<file path="config.mk">
export PLATFORM = sky130hd
export DESIGN_NAME = mem_port_arbiter_flat
export DESIGN_NICKNAME = d
export VERILOG_FILES = /design/src/rtl/mem_port_arbiter_if.sv /design/src/rtl/mem_port_arbiter.sv /design/src/flat_wrapper.sv
export SDC_FILE = /design/constraint.sdc
export NUM_CORES = 1
export LEC_CHECK = 0
export ABC_AREA = 1
export CORE_MARGIN = 3
export CORE_UTILIZATION = 41
export CTS_BUF_LIST = sky130_fd_sc_hd__clkbuf_4
export CTS_CLUSTER_DIAMETER = 200
export CTS_CLUSTER_SIZE = 14
export DETAILED_ROUTE_END_ITERATION = 8
export GPL_TIMING_DRIVEN = 0
export MAX_ROUTING_LAYER = met4
export PLACE_DENSITY = 0.87
export SETUP_SLACK_MARGIN = 0.02
export SLEW_MARGIN = 10
export SYNTH_ARGS = -nofsm -noshare
export SYNTH_HDL_FRONTEND = slang
export SYNTH_SLANG_ARGS = --single-unit
</file>
<file path="constraint.sdc">
create_clock -name clk -period 1.65 [get_ports clk]
set_input_delay 0.4125 -clock clk [delete_from_list [all_inputs] [get_ports clk]]
set_output_delay 0.4125 -clock clk [all_outputs]
set_load 0.01 [all_outputs]
</file>
<file path="src/rtl/mem_port_arbiter_if.sv">
// rtl/mem_port_arbiter_if.sv - bus bundle between the CPU ports, the arbiter and physical memory
//
// Purpose: groups the two CPU request ports (A = instruction fetch,
// B = data access) and the single physical memory port into one bundle.
// Modports:
//   slave  - arbiter view: takes CPU requests and pmem_resp/pmem_rdata,
//            drives resp_x/rdata_x and the pmem_* request.
//   master - environment view: the CPU ports and the memory device.
// Signals per CPU port x in {a,b}:
//   read_x, write_x (1), wmask_x (2), address_x (16), wdata_x (16)  -> arbiter
//   resp_x (1), rdata_x (16)                                        <- arbiter
// Physical memory:
//   pmem_read, pmem_write (1), pmem_wmask (2), pmem_address (16),
//   pmem_wdata (16)                                                 <- arbiter
//   pmem_resp (1), pmem_rdata (16)                                  -> arbiter
interface mem_port_arbiter_if;
  logic        read_a;
  logic        write_a;
  logic [1:0]  wmask_a;
  logic [15:0] address_a;
  logic [15:0] wdata_a;
  logic        resp_a;
  logic [15:0] rdata_a;

  logic        read_b;
  logic        write_b;
  logic [1:0]  wmask_b;
  logic [15:0] address_b;
  logic [15:0] wdata_b;
  logic        resp_b;
  logic [15:0] rdata_b;

  logic        pmem_read;
  logic        pmem_write;
  logic [1:0]  pmem_wmask;
  logic [15:0] pmem_address;
  logic [15:0] pmem_wdata;
  logic        pmem_resp;
  logic [15:0] pmem_rdata;

  modport slave (
    input  read_a, write_a, wmask_a, address_a, wdata_a,
    output resp_a, rdata_a,
    input  read_b, write_b, wmask_b, address_b, wdata_b,
    output resp_b, rdata_b,
    output pmem_read, pmem_write, pmem_wmask, pmem_address, pmem_wdata,
    input  pmem_resp, pmem_rdata
  );

  modport master (
    output read_a, write_a, wmask_a, address_a, wdata_a,
    input  resp_a, rdata_a,
    output read_b, write_b, wmask_b, address_b, wdata_b,
    input  resp_b, rdata_b,
    input  pmem_read, pmem_write, pmem_wmask, pmem_address, pmem_wdata,
    output pmem_resp, pmem_rdata
  );
endinterface

</file>
<file path="src/rtl/mem_port_arbiter.sv">
// rtl/mem_port_arbiter.sv - round-robin two-port to one-port memory arbiter
//
// Purpose: serialises 16-bit read/write requests from CPU port A and port B
// onto one physical memory port, one outstanding transaction at a time,
// and returns a one-cycle resp pulse plus read data to the winning port.
// Ports:
//   clk   - system clock, rising edge
//   reset - synchronous, active-high
//   bus   - mem_port_arbiter_if.slave (CPU ports A/B and physical memory)
module mem_port_arbiter (
  input  logic                  clk,
  input  logic                  reset,
  mem_port_arbiter_if.slave     bus
);

  typedef enum logic [2:0] {
    IDLE    = 3'd0,
    SERVE_A = 3'd1,
    SERVE_B = 3'd2,
    DONE_A  = 3'd3,
    DONE_B  = 3'd4
  } state_t;

  state_t      r_state;
  state_t      w_next_state;

  // r_last_b = 1 means the most recent grant went to port B
  logic        r_last_b;
  logic        r_pmem_read;
  logic        r_pmem_write;
  logic [1:0]  r_pmem_wmask;
  logic [15:0] r_pmem_address;
  logic [15:0] r_pmem_wdata;
  logic [15:0] r_rdata;

  logic        w_req_a;
  logic        w_req_b;
  logic        w_grant_a;
  logic        w_grant_b;
  logic        w_serving;

  logic        w_nxt_last_b;
  logic        w_nxt_pmem_read;
  logic        w_nxt_pmem_write;
  logic [1:0]  w_nxt_pmem_wmask;
  logic [15:0] w_nxt_pmem_address;
  logic [15:0] w_nxt_pmem_wdata;
  logic [15:0] w_nxt_rdata;
  logic        w_resp_a;
  logic        w_resp_b;

  assign w_req_a   = bus.read_a | bus.write_a;
  assign w_req_b   = bus.read_b | bus.write_b;
  assign w_serving = (r_state == SERVE_A) || (r_state == SERVE_B);

  // Grants are only ever issued from IDLE; on a tie the port that did not
  // win last time goes next.
  always_comb begin
    w_grant_a = 1'b0;
    w_grant_b = 1'b0;
    if (r_state == IDLE) begin
      if (w_req_a && w_req_b) begin
        w_grant_a = r_last_b;
        w_grant_b = !r_last_b;
      end else begin
        w_grant_a = w_req_a;
        w_grant_b = w_req_b;
      end
    end
  end

  // State register
  always_ff @(posedge clk) begin
    if (reset) begin
      r_state <= IDLE;
    end else begin
      r_state <= w_next_state;
    end
  end

  // Next-state logic
  always_comb begin
    w_next_state = r_state;
    case (r_state)
      IDLE: begin
        if (w_grant_a) begin
          w_next_state = SERVE_A;
        end else if (w_grant_b) begin
          w_next_state = SERVE_B;
        end
      end
      SERVE_A: if (bus.pmem_resp) w_next_state = DONE_A;
      SERVE_B: if (bus.pmem_resp) w_next_state = DONE_B;
      DONE_A:  w_next_state = IDLE;
      DONE_B:  w_next_state = IDLE;
      default: w_next_state = IDLE;
    endcase
  end

  // Output logic: next values for the registered pmem/rdata outputs and
  // the resp pulses decoded from the DONE states.
  always_comb begin
    w_nxt_last_b       = r_last_b;
    w_nxt_pmem_read    = r_pmem_read;
    w_nxt_pmem_write   = r_pmem_write;
    w_nxt_pmem_wmask   = r_pmem_wmask;
    w_nxt_pmem_address = r_pmem_address;
    w_nxt_pmem_wdata   = r_pmem_wdata;
    w_nxt_rdata        = r_rdata;

    // read+write together is resolved as a write
    if (w_grant_a) begin
      w_nxt_last_b       = 1'b0;
      w_nxt_pmem_read    = bus.read_a & ~bus.write_a;
      w_nxt_pmem_write   = bus.write_a;
      w_nxt_pmem_wmask   = bus.wmask_a;
      w_nxt_pmem_address = bus.address_a;
      w_nxt_pmem_wdata   = bus.wdata_a;
    end else if (w_grant_b) begin
      w_nxt_last_b       = 1'b1;
      w_nxt_pmem_read    = bus.read_b & ~bus.write_b;
      w_nxt_pmem_write   = bus.write_b;
      w_nxt_pmem_wmask   = bus.wmask_b;
      w_nxt_pmem_address = bus.address_b;
      w_nxt_pmem_wdata   = bus.wdata_b;
    end

    if (w_serving && bus.pmem_resp) begin
      w_nxt_pmem_read  = 1'b0;
      w_nxt_pmem_write = 1'b0;
      if (r_pmem_read) begin
        w_nxt_rdata = bus.pmem_rdata;
      end
    end

    w_resp_a = (r_state == DONE_A);
    w_resp_b = (r_state == DONE_B);
  end

  // Datapath registers
  always_ff @(posedge clk) begin
    if (reset) begin
      r_last_b       <= 1'b1;
      r_pmem_read    <= 1'b0;
      r_pmem_write   <= 1'b0;
      r_pmem_wmask   <= 2'b00;
      r_pmem_address <= 16'h0000;
      r_pmem_wdata   <= 16'h0000;
      r_rdata        <= 16'h0000;
    end else begin
      r_last_b       <= w_nxt_last_b;
      r_pmem_read    <= w_nxt_pmem_read;
      r_pmem_write   <= w_nxt_pmem_write;
      r_pmem_wmask   <= w_nxt_pmem_wmask;
      r_pmem_address <= w_nxt_pmem_address;
      r_pmem_wdata   <= w_nxt_pmem_wdata;
      r_rdata        <= w_nxt_rdata;
    end
  end

  assign bus.pmem_read    = r_pmem_read;
  assign bus.pmem_write   = r_pmem_write;
  assign bus.pmem_wmask   = r_pmem_wmask;
  assign bus.pmem_address = r_pmem_address;
  assign bus.pmem_wdata   = r_pmem_wdata;
  assign bus.resp_a       = w_resp_a;
  assign bus.resp_b       = w_resp_b;
  assign bus.rdata_a      = r_rdata;
  assign bus.rdata_b      = r_rdata;

endmodule
</file>
<file path="src/flat_wrapper.sv">
// flat-port wrapper written by rule: the top's interface ports become plain ports
module mem_port_arbiter_flat 
  (clk, reset, bus_read_a, bus_write_a, bus_wmask_a, bus_address_a, bus_wdata_a, bus_resp_a, bus_rdata_a, bus_read_b, bus_write_b, bus_wmask_b, bus_address_b, bus_wdata_b, bus_resp_b, bus_rdata_b, bus_pmem_read, bus_pmem_write, bus_pmem_wmask, bus_pmem_address, bus_pmem_wdata, bus_pmem_resp, bus_pmem_rdata);
  mem_port_arbiter_if bus_i ();
  input  logic clk;
  input  logic reset;
  input wire logic [$bits(bus_i.read_a)-1:0] bus_read_a;
  input wire logic [$bits(bus_i.write_a)-1:0] bus_write_a;
  input wire logic [$bits(bus_i.wmask_a)-1:0] bus_wmask_a;
  input wire logic [$bits(bus_i.address_a)-1:0] bus_address_a;
  input wire logic [$bits(bus_i.wdata_a)-1:0] bus_wdata_a;
  output wire logic [$bits(bus_i.resp_a)-1:0] bus_resp_a;
  output wire logic [$bits(bus_i.rdata_a)-1:0] bus_rdata_a;
  input wire logic [$bits(bus_i.read_b)-1:0] bus_read_b;
  input wire logic [$bits(bus_i.write_b)-1:0] bus_write_b;
  input wire logic [$bits(bus_i.wmask_b)-1:0] bus_wmask_b;
  input wire logic [$bits(bus_i.address_b)-1:0] bus_address_b;
  input wire logic [$bits(bus_i.wdata_b)-1:0] bus_wdata_b;
  output wire logic [$bits(bus_i.resp_b)-1:0] bus_resp_b;
  output wire logic [$bits(bus_i.rdata_b)-1:0] bus_rdata_b;
  output wire logic [$bits(bus_i.pmem_read)-1:0] bus_pmem_read;
  output wire logic [$bits(bus_i.pmem_write)-1:0] bus_pmem_write;
  output wire logic [$bits(bus_i.pmem_wmask)-1:0] bus_pmem_wmask;
  output wire logic [$bits(bus_i.pmem_address)-1:0] bus_pmem_address;
  output wire logic [$bits(bus_i.pmem_wdata)-1:0] bus_pmem_wdata;
  input wire logic [$bits(bus_i.pmem_resp)-1:0] bus_pmem_resp;
  input wire logic [$bits(bus_i.pmem_rdata)-1:0] bus_pmem_rdata;
  assign bus_i.read_a = bus_read_a;
  assign bus_i.write_a = bus_write_a;
  assign bus_i.wmask_a = bus_wmask_a;
  assign bus_i.address_a = bus_address_a;
  assign bus_i.wdata_a = bus_wdata_a;
  assign bus_resp_a = bus_i.resp_a;
  assign bus_rdata_a = bus_i.rdata_a;
  assign bus_i.read_b = bus_read_b;
  assign bus_i.write_b = bus_write_b;
  assign bus_i.wmask_b = bus_wmask_b;
  assign bus_i.address_b = bus_address_b;
  assign bus_i.wdata_b = bus_wdata_b;
  assign bus_resp_b = bus_i.resp_b;
  assign bus_rdata_b = bus_i.rdata_b;
  assign bus_pmem_read = bus_i.pmem_read;
  assign bus_pmem_write = bus_i.pmem_write;
  assign bus_pmem_wmask = bus_i.pmem_wmask;
  assign bus_pmem_address = bus_i.pmem_address;
  assign bus_pmem_wdata = bus_i.pmem_wdata;
  assign bus_i.pmem_resp = bus_pmem_resp;
  assign bus_i.pmem_rdata = bus_pmem_rdata;
  mem_port_arbiter u_core (.clk(clk), .reset(reset), .bus(bus_i));
endmodule
</file>
# ---- Yosys cells after proc, flatten, opt, wreduce, memory -nomap -nowiden
# Index checks and enable logic that the tools add are counted.
dict set report op_classes {
  n_eq_ne 7
  muxes 21
  bitwise_logic 6
  n_reduce_logical 9
}
# op count
set ops {}
lappend ops {{2-to-1 mux 16 bit} 4}
lappend ops {{2-to-1 mux 3 bit} 4}
lappend ops {{2-to-1 mux 1 bit} 10}
lappend ops {{case mux 3 bit (3 select lines)} 1}
lappend ops {{equality test 3 x 2 -> 1 bit (second input constant)} 2}
lappend ops {{2-to-1 mux 2 bit} 2}
lappend ops {{!= test 2 bit (second input constant)} 2}
lappend ops {{equality test 3 x 1 -> 1 bit (second input constant)} 1}
lappend ops {{equality test 3 bit (second input constant)} 1}
lappend ops {{zero test 3 bit} 1}
lappend ops {{!= test 3 x 1 -> 1 bit (second input constant)} 1}
lappend ops {{AND reduction 3 bit} 1}
lappend ops {{AND 1 bit} 2}
lappend ops {{logical AND 1 bit} 2}
lappend ops {{inverter 1 bit} 2}
lappend ops {{bitwise OR 1 bit} 2}
lappend ops {{AND reduction 2 bit} 1}
lappend ops {{nonzero test 2 bit} 1}
lappend ops {{OR reduction 2 bit} 1}
lappend ops {{zero test 1 bit} 1}
lappend ops {{logical OR 1 bit} 1}
dict set report word_totals {
  register_bits 56
  inputBits 91
  out_inout_bits 70
  elab_cells 51
}

# ---- Longest topological paths before layout
dict set report logic_depth {
  word_depth 7
  ltp_mapped 10
  ltp_nobuf 9
}

# ---- Worst setup path after synthesis
# OpenSTA, ideal clock, no wires.
dict set report synth_path {
  kind {input to register}
  startpoint {input bus_write_b}
  endpoint {register u_core.r_pmem_address[0], in the netlist u_core.bus.pmem_address[0]}
  setup_time_ns 0.132
  arrival_time_ns 1.212
  t_required_ns 1.518
  path_slack_ns 0.306
  path_stages 5
  n_path_buf 1
  path_cell_list {o21ai_2 -> clkbuf_1 -> nand4_1 -> nand3_1 -> a21oi_1}
}
dict set report synth_between {
  elab_chain_len 5
  elab_cells_between_ends 8
  cone_classes {mux (5); bitwise (1); reduce/logical (2)}
}
# item line_no
set synth_lines {}
lappend synth_lines {{start, declared} flat_wrapper.sv:15} ;# input wire logic [$bits(bus_i.write_b)-1:0] bus_write_b;
lappend synth_lines {{bitwise OR 1 bit (*)} mem_port_arbiter.sv:53} ;# assign w_req_b = bus.read_b | bus.write_b;
lappend synth_lines {{logical AND 1 bit} mem_port_arbiter.sv:62} ;# if (w_req_a && w_req_b) begin
lappend synth_lines {{2-to-1 mux 1 bit} mem_port_arbiter.sv:62}
lappend synth_lines {{2-to-1 mux 1 bit} mem_port_arbiter.sv:61} ;# if (r_state == IDLE) begin
lappend synth_lines {{2-to-1 mux 16 bit or nonzero test 2 bit (tied branches)} n/a}
lappend synth_lines {{end signal, assigned} mem_port_arbiter.sv:155} ;# r_pmem_address <= w_nxt_pmem_address;
lappend synth_lines {{end, declared} mem_port_arbiter.sv:32} ;# logic [15:0] r_pmem_address;
# Mark *: on every way between the ends. The rest lies on a longest branch, timed or not.
# A chain may end at the register's enable or synchronous reset.

# ---- Worst setup path after layout
dict set report layout_path {
  startpoint {register u_core.r_state[1]}
  endpoint {output bus_resp_a}
}
dict set report layout_between {
  elab_chain_len 1
}
# item line_no
set layout_lines {}
lappend layout_lines {{start, declared} mem_port_arbiter.sv:24} ;# state_t r_state;
lappend layout_lines {{start signal, assigned} mem_port_arbiter.sv:77} ;# r_state <= w_next_state;
lappend layout_lines {{equality test 3 x 2 -> 1 bit} mem_port_arbiter.sv:136} ;# w_resp_a = (r_state == DONE_A);
lappend layout_lines {{end, declared} flat_wrapper.sv:12} ;# output wire logic [$bits(bus_i.resp_a)-1:0] bus_resp_a;
# No other way between the ends.

==> qor.json <==
{
  "drt-vias-per-instance": {"value": 5.01},
  "category_of_the_worst_setup_path_capture_point": {"value": "primary output"},
  "syn-instance-count": {"value": 441},
  "layout.nets": {"value": 710},
  "antenna_found_initial": {"value": 0},
  "run_status": {"value": "completed"},
  "drt_iter0_markers": {"value": 121},
  "clk-insertion-delay-late": {"value": 380, "unit": "ps"},
  "grtUsageTotal": {"value": 23.0, "unit": "%"},
  "layout-area-overhead-vs-synth": {"value": 61.9, "unit": "%"},
  "grt_first_pass_wirelength": {"value": 15500, "unit": "um"},
  "timing.final.crit_share": {"value": 94.2, "unit": "%"},
  "die_height": {"value": 91.6, "unit": "um"},
  "gp_congestion": {"value": 0.869},
  "clk_sinks": {"value": 56},
  "final_layout_size_suffix_gt1_share": {"value": 15.0, "unit": "%"},
  "insertedDiodeCount": {"value": 0},
  "final_cell_mix": {"value": "inv_1, clkdlybuf4s50_1, dlygate4sd2_1, nand3_1, nand2_1"},
  "die_area": {"value": 0.00838, "unit": "sq mm"},
  "critical_r2r_capture": {"value": "u_core.bus.pmem_wdata[6]$_SDFFE_PP0P_"},
  "critical_path_class": {"value": "register to primary output"},
  "seq_area": {"value": 0.00115, "unit": "sq mm"},
  "root_buffer": {"value": "clkbuf_4"},
  "power.static_leakage": {"value": 2.50, "unit": "nW"},
  "critPathMaxFanout": {"value": 4},
  "final.setup.tns": {"value": 0, "unit": "ps"},
  "power_density": {"value": 1510, "unit": "mW/mm^2"},
  "mappedNetlistArea": {"value": 0.00300, "unit": "sq mm"},
  "finalHoldViolCount": {"value": 0},
  "reg2reg_from": {"value": "u_core.r_state[0]$_SDFFE_PP0P_"},
  "placement.io_buffers": {"value": 159},
  "worstHoldEndpoint": {"value": "u_core.bus.rdata_a[5]$_SDFFE_PP0P_"},
  "finalClockSkew": {"value": 4.60, "unit": "ps"},
  "yosys.cell_types.count": {"value": 24},
  "cts_made_buffers": {"value": 5},
  "routed_wire_length_per_instance": {"value": 13.5, "unit": "um"},
  "time_the_final_worst_path_needs_with_i_o_delays_and_setup": {"value": 1560, "unit": "ps"},
  "design.core.area": {"value": 0.00694, "unit": "sq mm"},
  "report.final.slew_viol_count": {"value": 0},
  "post-dp-hpwl": {"value": 7470, "unit": "um"},
  "drv.max_cap_violation_count": {"value": 0},
  "cts.htree.levels": {"value": 2},
  "achievable-frequency": {"value": 0.643, "unit": "GHz"},
  "rsz_0062_raised_after_global_routing": {"value": "false"},
  "peakVddDrop": {"value": 911, "unit": "uV"},
  "residual_antenna_violating_net_count_after_detailed_routing": {"value": 0},
  "postRouteWirelength": {"value": 9640, "unit": "um"},
  "syn_avg_cell_area": {"value": 6.81, "unit": "sq um"},
  "synth.yosys.warnings": {"value": 0},
  "rr_worst_depth": {"value": 9},
  "number_of_enable_type_register_cells_in_the_synthesized_netlist": {"value": 0},
  "drt-pass1-iter-count": {"value": 5},
  "synth-seq-area-share": {"value": 37.3, "unit": "%"},
  "initial_core_util": {"value": 43.2, "unit": "%"},
  "grt-ovfl-total": {"value": 0},
  "regToRegSetupSlack": {"value": 140, "unit": "ps"},
  "num_io_pins": {"value": 161},
  "num_rows": {"value": 30},
  "number_of_cells_traversed_by_the_worst_hold_path": {"value": 2},
  "critical_path.startpoint_type": {"value": "register"},
  "tightest_slew": {"value": 543, "unit": "ps"},
  "layout.cells.most_common": {"value": "inv_1"},
  "synth_fp_nets": {"value": 532},
  "ys_dominant_reg_cell": {"value": "dfxtp_1"},
  "layout.filler_cells": {"value": 604},
  "number_of_remaining_drc_errors": {"value": 0},
  "final_core_utilization": {"value": 70.0, "unit": "%"},
  "clock_pin_transition_on_the_worst_setup_and_hold_timing_paths": {"value": 160, "unit": "ps"},
  "worst_ep_required_time": {"value": 1240, "unit": "ps"},
  "worst_slew_margin_rel": {"value": 63.8, "unit": "%"},
  "hold_class": {"value": "register to register"},
  "clk_path_buf_depth": {"value": 2},
  "grt_pass1_vias": {"value": 3393},
  "tritoncts": {"value": "done"},
  "multiInputGateArea": {"value": 0.00127, "unit": "sq mm"},
  "largest_net_degree_at_the_start_of_global_routing": {"value": 18},
  "detailroute.via_count": {"value": 3585},
  "asyncSetResetFlopFracSynth": {"value": 0, "unit": "%"},
  "critPathArrivalTime": {"value": 1140, "unit": "ps"},
  "report.final.setup_viol": {"value": 0},
  "worst_hold_startpoint": {"value": "u_core.bus.rdata_a[5]$_SDFFE_PP0P_"},
  "synth_seq_cells": {"value": 56},
  "die_width": {"value": 91.6, "unit": "um"}
}
==> how the worst max path moves through the flow <==
stage | start | depth (start not counted) | slack (ps) | end
3_3_place_gp | bus_write_b | 6 | -490 | u_core.bus.pmem_wdata[13]$_SDFFE_PP0P_
3_5_place_dp | bus_write_b | 6 | -520 | u_core.bus.pmem_wdata[6]$_SDFFE_PP0P_
2_1_floorplan | bus_write_b | 5 | 310 | u_core.bus.pmem_address[0]$_SDFFE_PP0P_
6_report | u_core.r_state[1]$_SDFFE_PP0P_ | 3 | 90 | bus_resp_a
4_1_cts | bus_write_b | 7 | 20 | u_core.bus.pmem_address[13]$_SDFFE_PP0P_
5_1_grt | u_core.r_state[2]$_SDFFE_PP0P_ | 9 | 6 | u_core.bus.pmem_wdata[9]$_SDFFE_PP0P_
==> flip-flops by register name, indices dropped and copies added (netlist names) <==
signal,count
u_core.bus.pmem_address,16
u_core.bus.pmem_read,1
u_core.bus.pmem_wdata,16
u_core.bus.pmem_wmask,2
u_core.bus.pmem_write,1
u_core.bus.rdata_a,16
u_core.r_last_b,1
u_core.r_state,3
==> cell usage after synthesis, types with 2 or more instances <==
cell | n | area, sq um
inv_1 | 89 | 334
nand3_1 | 64 | 320
dfxtp_1 | 56 | 1120
nand2_1 | 51 | 191
a21oi_1 | 48 | 240
nand4_1 | 32 | 200
buf_4 | 20 | 150
nor2_1 | 17 | 63.8
clkbuf_1 | 15 | 56.3
o21ai_1 | 15 | 75.1
buf_2 | 8 | 40.0
inv_2 | 5 | 18.8
buf_6 | 3 | 33.8
nor3_1 | 3 | 15.0
o21ai_0 | 3 | 15.0
nand2_2 | 2 | 12.5
nand3_4 | 2 | 35.0
o211ai_1 | 2 | 15.0
==> report_power, final <==
group / internal (mW) / leakage, nW / total, mW / switching [mW]
Sequential: 1.86 / 0.469 / 2.15 / 0.292
Clock: 0.317 / 0.0412 / 0.758 / 0.441
Combinational: 1.93 / 2.00 / 4.44 / 2.51
Total: 4.11 / 2.50 / 7.36 / 3.25
==> metal layers <==
metal | track usage (%) | share of wire, %
met3 | 6.21 | 8.8
met2 | 39.1 | 49
met1 | 26.6 | 41
met5 | - | 0
met4 | 6.41 | 1.4
==> critical path, stage by stage (launching register included) <==
cell and delay [ps]:
dfxtp_4 420, inv_1 60, nor3_1 120, buf_2 160
==> logic make-up after synthesis <==
logic type | Yosys count | share of synthesized area, %
AOI/OAI and AO/OA | 69 | 11.8
and+or+nand+nor | 176 | 29.8
DFF | 56 | 37.3
buffers and inverters | 140 | 21.1
==> through the flow <==
step	hold WS [ps]	setup WS (ps)	instances	power, mW	instance area, sq um
3_5_place_dp	455	-517	696	6.60	4710
5_1_grt	479	5.66	716	7.94	4860
4_1_cts	464	22.5	709	7.13	4790
2_1_floorplan	480	306	441	4.75	3000
6_report	462	94.9	716	7.36	4860
3_3_place_gp	447	-489	696	6.48	4710
==> final cells by class <==
class	instances	share of cell area (%)
tap	96	2.47
clock buffer	5	0.772
multi-input combinational	245	26.2
sequential	56	23.6
buffer	46	6.10
clock inverter	3	0.875
inverter	94	7.26
timing repair buffer	171	32.7
==> timing repair <==
| action | CTS | global route |
|---|---|---|
| gates resized for setup | 105 | 14 |
| cloned | 0 | 0 |
| buffers inserted | 5 | 7 |
| endpoints found under the setup margin | 101 | 32 |
| pin swaps | 1 | 5 |
| hold buffers | 0 | 0 |
No activity file was read; power rests on OpenSTA's default activity.
